`config.mk`:
```
export PLATFORM = sky130hd
export DESIGN_NAME = pipe_stage_reg
export DESIGN_NICKNAME = d
export VERILOG_FILES = /design/src/rtl/pipe_stage_reg.sv
export SDC_FILE = /design/constraint.sdc
export NUM_CORES = 1
export LEC_CHECK = 0
export BUFFER_PORTS_ARGS = -buffer_cell sky130_fd_sc_hd__buf_2
export CAP_MARGIN = 30
export CORE_UTILIZATION = 59
export DETAILED_ROUTE_END_ITERATION = 12
export PLACE_DENSITY = 0.83
export REMOVE_ABC_BUFFERS = 1
export SETUP_SLACK_MARGIN = 0.5
export SLEW_MARGIN = 5
export SYNTH_ARGS = -nofsm -noshare
export SYNTH_HDL_FRONTEND = slang
export SYNTH_SLANG_ARGS = --single-unit
```
`constraint.sdc`:
```
create_clock -name clk -period 2.5 [get_ports clk]
set_clock_uncertainty 0.15 [all_clocks]
set_input_delay 0.25 -clock clk [delete_from_list [all_inputs] [get_ports clk]]
set_output_delay 0.25 -clock clk [all_outputs]
set_load 0.01 [all_outputs]
```
`src/rtl/pipe_stage_reg.sv`:
```
// Valid/ready pipeline stage register with a 2-entry skid buffer and a flush input.
// Optional stall cycle counter on the stall_cnt port, enabled by defining PIPE_STALL_CNT_EN.
//
// state | meaning
// EMPTY | no bundle held, out_valid low
// ONE   | main slot holds the output bundle
// TWO   | main and skid slots both full, in_ready low
module pipe_stage_reg #(
  parameter int DBITS               = 32,
  parameter int REG_INDEX_BIT_WIDTH = 4,
  parameter int OPBITS              = 4,
  parameter int CNT_BITS            = 16
) (
  input  logic                           clk,
  input  logic                           reset,
  input  logic                           flush,
  input  logic                           in_valid,
  output logic                           in_ready,
  input  logic [OPBITS-1:0]              in_op,
  input  logic [OPBITS-1:0]              in_func,
  input  logic [DBITS-1:0]               in_result,
  input  logic [REG_INDEX_BIT_WIDTH-1:0] in_rd,
  input  logic                           in_wrReg,
  output logic                           out_valid,
  input  logic                           out_ready,
  output logic [OPBITS-1:0]              out_op,
  output logic [OPBITS-1:0]              out_func,
  output logic [DBITS-1:0]               out_result,
  output logic [REG_INDEX_BIT_WIDTH-1:0] out_rd,
  output logic                           out_wrReg
`ifdef PIPE_STALL_CNT_EN
  ,
  output logic [CNT_BITS-1:0]            stall_cnt
`endif
);

  typedef enum logic [1:0] {
    EMPTY = 2'b00,
    ONE   = 2'b01,
    TWO   = 2'b10
  } state_t;

  typedef struct packed {
    logic [OPBITS-1:0]              op;
    logic [OPBITS-1:0]              func;
    logic [DBITS-1:0]               result;
    logic [REG_INDEX_BIT_WIDTH-1:0] rd;
    logic                           wr_reg;
  } bundle_t;

  state_t  state_q, state_d;
  bundle_t main_q, main_d;
  bundle_t skid_q, skid_d;
  bundle_t in_bundle;
  logic    accept;
  logic    pop;

  assign in_bundle = '{op: in_op, func: in_func, result: in_result, rd: in_rd, wr_reg: in_wrReg};
  assign accept    = in_valid & in_ready;
  assign pop       = out_valid & out_ready;

  always_ff @(posedge clk) begin
    if (!reset) begin
      state_q <= EMPTY;
      main_q  <= '0;
      skid_q  <= '0;
    end else begin
      state_q <= state_d;
      main_q  <= main_d;
      skid_q  <= skid_d;
    end
  end

  // Flush only empties the FSM; slot contents are left as-is since out_valid masks them.
  always_comb begin
    state_d = state_q;
    main_d  = main_q;
    skid_d  = skid_q;
    if (flush) begin
      state_d = EMPTY;
    end else begin
      case (state_q)
        EMPTY: begin
          if (accept) begin
            state_d = ONE;
            main_d  = in_bundle;
          end
        end
        ONE: begin
          if (accept && pop) begin
            main_d = in_bundle;
          end else if (pop) begin
            state_d = EMPTY;
          end else if (accept) begin
            state_d = TWO;
            skid_d  = in_bundle;
          end
        end
        TWO: begin
          if (pop) begin
            state_d = ONE;
            main_d  = skid_q;
          end
        end
        default: state_d = EMPTY;
      endcase
    end
  end

  always_comb begin
    in_ready   = reset & (state_q != TWO);
    out_valid  = (state_q != EMPTY);
    out_op     = main_q.op;
    out_func   = main_q.func;
    out_result = main_q.result;
    out_rd     = main_q.rd;
    out_wrReg  = main_q.wr_reg & out_valid;
  end

`ifdef PIPE_STALL_CNT_EN
  logic [CNT_BITS-1:0] stall_cnt_q;

  always_ff @(posedge clk) begin
    if (!reset) begin
      stall_cnt_q <= '0;
    end else if (out_valid && !out_ready && (stall_cnt_q != {CNT_BITS{1'b1}})) begin
      stall_cnt_q <= stall_cnt_q + 1'b1;
    end
  end

  assign stall_cnt = stall_cnt_q;
`else
  logic [CNT_BITS-1:0] unused_cnt;
  assign unused_cnt = '0;
`endif

endmodule

```
==> results of run 1 <==
==> metrics by stage <==
step	power, mW	std cells	utilization	hold slack [ns]	cell area (sq um)
global route	3.167	640	0.6977	0.001427	5391
floorplan	1.784	384	-	0.1728	4056
global placement	1.946	595	0.6299	0.3095	4867
detailed placement	1.957	595	0.6299	0.3165	4867
CTS	3.040	634	0.6890	0.00007205	5324
finish	3.054	640	0.6977	0.005841	5391
==> placed cells by master, fill, tap and decap left out, types with 4 or more instances in the layout <==
master | Yosys | final
a211oi_1 | 6 | 6
a211oi_2 | 40 | 40
a21oi_1 | 46 | 46
a311oi_1 | 45 | 45
buf_12 | 0 | 5
buf_2 | 13 | 96
buf_4 | 47 | 8
clkbuf_8 | 0 | 9
clkinvlp_4 | 0 | 4
dfxtp_1 | 92 | 90
dlygate4sd3_1 | 0 | 27
mux2i_1 | 46 | 46
nand3_1 | 45 | 45
o21ai_0 | 5 | 5
o21ai_1 | 40 | 40
==> sequential cells by signal (all words and copies together) (netlist names) <==
signal      flops
out_rd          4
out_func        4
main_q          1
skid_q         45
out_result     32
state_q         2
out_op          4
==> area by class of cell <==
cell class                      instances  area share
Clock buffer                            9     0.02298
Inverter                                1   0.0009283
Tap cell                              102     0.02367
Sequential cell                        92      0.3421
Timing Repair Buffer                  137      0.1717
Multi-Input combinational cell        293      0.4219
Clock inverter                          6     0.01671
==> cells by family (layout without fill, tap and decap cells) <==
group,count (synthesis),in the layout,share of synthesized area
AO/OA/AOI/OAI,184,184,0.3008
buffers and inverters,104,153,0.1363
flip-flops,92,92,0.3925
multiplexers,46,46,0.09813
AND/OR/NAND/NOR,61,63,0.07227
==> power groups by stage <==
| stage | Clock [mW] | Sequential, mW | Combinational (mW) |
|---|---|---|---|
| after floorplan | 0 | 1.58 | 0.201 |
| after global placement | 0 | 1.57 | 0.377 |
| after detailed placement | 0 | 1.57 | 0.387 |
| after CTS | 1.08 | 1.54 | 0.420 |
| after global routing | 1.16 | 1.54 | 0.462 |
| final | 1.08 | 1.54 | 0.435 |
==> critical path: stages, from the launching register on <==
cell and delay, ns:
dfxtp_2 0.42, nand4bb_2 0.55, buf_12 0.34, o21ai_0 0.19, a21oi_1 0.09
==> final timing paths <==
kind | start | to | slack, ns
setup / recovery | state_q[1] | skid_q[4] | 0.61
hold / removal | in_op[3] | skid_q[44] | 0.006
setup reg to reg | state_q[1] | skid_q[4] | 0.61
hold reg to reg | skid_q[44] | skid_q[44] | 0.33
==> repair_timing <==
action / in CTS / in global routing
pin swaps: 1 / 1
hold buffers: 23 / 4
hold endpoints to repair: 23 / 4
gates resized for setup: 2 / 2
endpoints found under the setup margin: 46 / 42
cloned: 1 / 1
==> per-layer routing <==
metal / up-vias / part of all wire
met5: - / 0
met4: 0 / 0.018
met3: 20 / 0.061
met2: 199 / 0.48
met1: 1982 / 0.44
li1: 1887 / -
==> impl_metrics.toml, run 1 <==
[clock_tree]
cts_setup_buffers = 0
cts_root_buffer = "clkbuf_8"
cts_buffer_depth = 2
cts_buffers = 9
insertion_delay_ns = 0.36
clkSlewWorstSetupHoldPaths_ns = 0.09
tritoncts = "built"
htreeDepth = 3
clkSinkCount = 92

[route]
num_vias = 4088
wirelength_microns = 12170
wire_per_inst_microns = 19.01
viasPerCell = 6.388
drtIter0Drc = 296
drc = 0
final_antenna_net_count = 0
drt_pass1_iterations = 5

[global_routing]
grt_pass1_wl_microns = 19040
grt_overflow = 0
use_met2 = 0.4811
grtUsageTotal = 0.2858
grt_use_met1 = 0.3751
antenna_found_initial = 0
grt_pass1_vias = 3749
grt_max_degree = 67
gr-max-usage-layer = "met2"
met3_usage = 0.04941

[placement]
dpl.hpwl_microns = 7043
place_ws_ns = 0.1542
place_congestion = 0.8155
numPortBuffers = 96

[yosys]
synth_cells = 487
synthesis.area_sq_um = 4692
yosys-top-cells-area = "dfxtp_1, a211oi_2, mux2i_1, a311oi_1, buf_4"
avgSynthCellArea_sq_um = 9.634
yosysTopAreaCellShare = 0.3925
yosysMostFrequentCell = "dfxtp_1"
ys_seq_elements = 92
yosys.area.top_type = "dfxtp_1"
ys_warn_count = 0
yosysUniqueCellTypes = 29
async_flop_share = 0
synth_commonest_cells = "dfxtp_1, buf_4, a21oi_1, mux2i_1"
ys.flop_type = "dfxtp_1"
synth-seq-area-share = 0.3925
synth_edf_count = 0

[cells_and_area]
drive_gt1_frac = 0.3364
fin_nets = 584
fillers = 579
syn_to_final_growth_pct = 14.91
multi_input_area_sq_um = 2275
n_antenna_cell = 0
regArea_sq_um = 1844

[timing]
fin_crit_sh = 0.7579
tightest_slew_ns = 0.8734
min_period_ns = 1.895
fin_ws_ns = 0.6052
slew-limit-headroom = 0.4178
grt_setup_unrepaired = "no"
final-setup-viol-count = 0
setup_tns_ns = 0
hold_viol = 0
drv_slew = 0
max_freq_mhz = 527.8

[power]
power.density_nw_per_um2 = 566.5
pwr-share-seq = 0.504
cellLeakagePower_nw = 2.238
switching_share = 0.2634
power.switching_mw = 0.8045
peakVddDrop_v = 0.0003216
p_comb_frac = 0.142
p_clk_frac = 0.354
p_int_mw = 2.250

[floorplan]
rows = 32
io_pins = 97
dieArea_sq_um = 8313
initial_utilization = 0.6072
fp.coreArea_sq_um = 7727
die_x_microns = 91.18
die_h_microns = 91.18

[critical_path]
path_max_fanout = 32
r2r_cells = 4
worstSetupPathType = "reg2reg"
required_ns = 2.56
start_kind = "flip-flop"
end_kind = "flip-flop"
arrival_ns = 1.96

[worst_hold_path]
hp-class = "in2reg"
holdPathStages = 3

[run]
drv_cap = 0

[status]
status = "completed"
No activity file was read; power rests on OpenSTA's default activity.
==> inputs of run 2 (changes only) <==
- CORE_UTILIZATION: 59 -> 55
- PLACE_DENSITY: 0.83 -> 0.78
- clock period: 2.5 -> 1.8 ns (I/O delays scaled with it)
==> impl_metrics.toml, run 2 (synthesized netlist as in run 1, its figures left out) <==
[floorplan]
initial_utilization = 0.5710
io_pins = 97
rows = 33
die_h_microns = 94.36
die_x_microns = 94.36
fp.coreArea_sq_um = 8217
dieArea_sq_um = 8904

[cells_and_area]
fin_nets = 644
fillers = 434
largest_register_ffs = 45
layout_commonest_cell = "buf_2"
final_cell_mix = "buf_2, dfxtp_1, dlygate4sd3_1"
top_register = "skid_q"
syn_to_final_growth_pct = 41.47
finalNonFillerCells = 704
drive_gt1_frac = 0.4498

[run]
drv_cap = 0

[power]
switching_share = 0.2707
p_int_mw = 3.374
cellLeakagePower_nw = 2.721
power.switching_mw = 1.252
finalPower_mw = 4.627
p_clk_frac = 0.347
peakVddDrop_v = 0.0004672
power.density_nw_per_um2 = 697.0
p_comb_frac = 0.190
pwr-share-seq = 0.463

[global_routing]
grt_max_degree = 41
grt_overflow = 0
antenna_found_initial = 1
grt_pass1_wl_microns = 22580
grt_pass1_vias = 4455
grtUsageTotal = 0.3341

[placement]
dpl.hpwl_microns = 7344
place_inst = 611
numPortBuffers = 96
place_congestion = 0.8022
place_ws_ns = 0.1274

[timing]
tightest_slew_ns = 0.4129
fin_crit_sh = 0.9330
final-setup-viol-count = 0
drv_slew = 0
slew-limit-headroom = 0.7247
hold_viol = 0
grt_setup_unrepaired = "yes"
max_freq_mhz = 595.5
min_period_ns = 1.679
fin_ws_ns = 0.1206

[critical_path]
required_ns = 1.89
path_max_fanout = 24
arrival_ns = 1.77
start_kind = "flip-flop"
r2r-start = "state_q[0]"
cp-startpoint = "state_q[0]"
worstSetupPathType = "reg2reg"
end_kind = "flip-flop"

[clock_tree]
htreeDepth = 3
cts_root_buffer = "clkbuf_8"
insertion_delay_ns = 0.37
clkSinkCount = 92
tritoncts = "built"
cts_buffers = 9
cts_buffer_depth = 2
clkSlewWorstSetupHoldPaths_ns = 0.09

[route]
route.met2.wl_microns = 8027
top_layer = "met4"
final_antenna_net_count = 0
num_vias = 4740
viasPerCell = 6.733
wl_met3_microns = 1314
wirelength_microns = 16550
wl_met1_microns = 6400
drt_pass1_iterations = 5
wire_per_inst_microns = 23.51
drtIter0Drc = 351
drc = 0

[worst_hold_path]
hp-class = "in2reg"
min_from = "in_valid"

[status]
status = "completed"
[run 2: changes by cell type in the layout (fill, tap and decap cells not counted), sizes merged]
cell and change:
buf +39, dlygate4sd3 +19, clkbuf +7, clkinvlp -4, nor2 -2, diode +1, inv +1
[run 2: final timing paths]
kind                      to  slack (ns)  cells past startpoint
setup / recovery   out_rd[3]        0.12                      5
hold / removal    state_q[1]        0.06                      3
setup reg to reg   out_rd[3]        0.12                      5
hold reg to reg   skid_q[37]        0.34                      2
[run 2: cell type report]
| cell class | count | area [sq um] | area share |
|---|---|---|---|
| antenna | 1 | 2.502 | 0.0003770 |
| clock buffer | 12 | 155.1 | 0.02337 |
| clock inverter | 3 | 68.82 | 0.01037 |
| inverter | 1 | 5.005 | 0.0007540 |
| multi-input combinational | 291 | 2610 | 0.3932 |
| sequential | 92 | 1847 | 0.2782 |
| tap | 105 | 131.4 | 0.01979 |
| timing repair buffer | 199 | 1818 | 0.2739 |
[run 2: worst max-delay path, cell delays in order, from the launching register on]
cell,delay (ns)
dfxtp_4,0.41
nand2b_4,0.16
buf_4,0.13
buf_12,0.21
mux2i_1,0.35
a211oi_2,0.13
[run 2: metal layers]
| layer | vias to the layer above | GRT usage |
|---|---|---|
| li1 | 2018 | - |
| met1 | 2319 | 0.4002 |
| met2 | 322 | 0.5670 |
| met3 | 81 | 0.05475 |
| met4 | 0 | 0.1872 |
| met5 | - | 0 |
[run 2: power groups by stage]
stage	Clock, mW	Combinational [mW]	Sequential, mW
after global routing	1.71	0.913	2.15
after detailed placement	0	0.561	2.18
after floorplan	0	0.280	2.20
after global placement	0	0.551	2.18
after CTS	1.59	0.758	2.13
final	1.61	0.877	2.14
[run 2: metrics by stage]
stage | utilization | hold slack (ns) | area, sq um | TNS [ns]
floorplan | - | 0.1028 | 4056 | -199.69
global placement | 0.6062 | 0.2862 | 4981 | 0
detailed placement | 0.6062 | 0.2945 | 4981 | 0
CTS | 0.7564 | 0.001832 | 6215 | 0
global route | 0.8078 | 0.04532 | 6638 | 0
finish | 0.8078 | 0.06155 | 6638 | 0
[run 2: repair_timing]
action,in CTS,in global routing
setup buffers,13,6
setup endpoints to repair,95,95
pin swaps,39,50
cloned,8,4
resized for setup,61,52
endpoints found under the hold margin,46,0
hold buffers,46,0
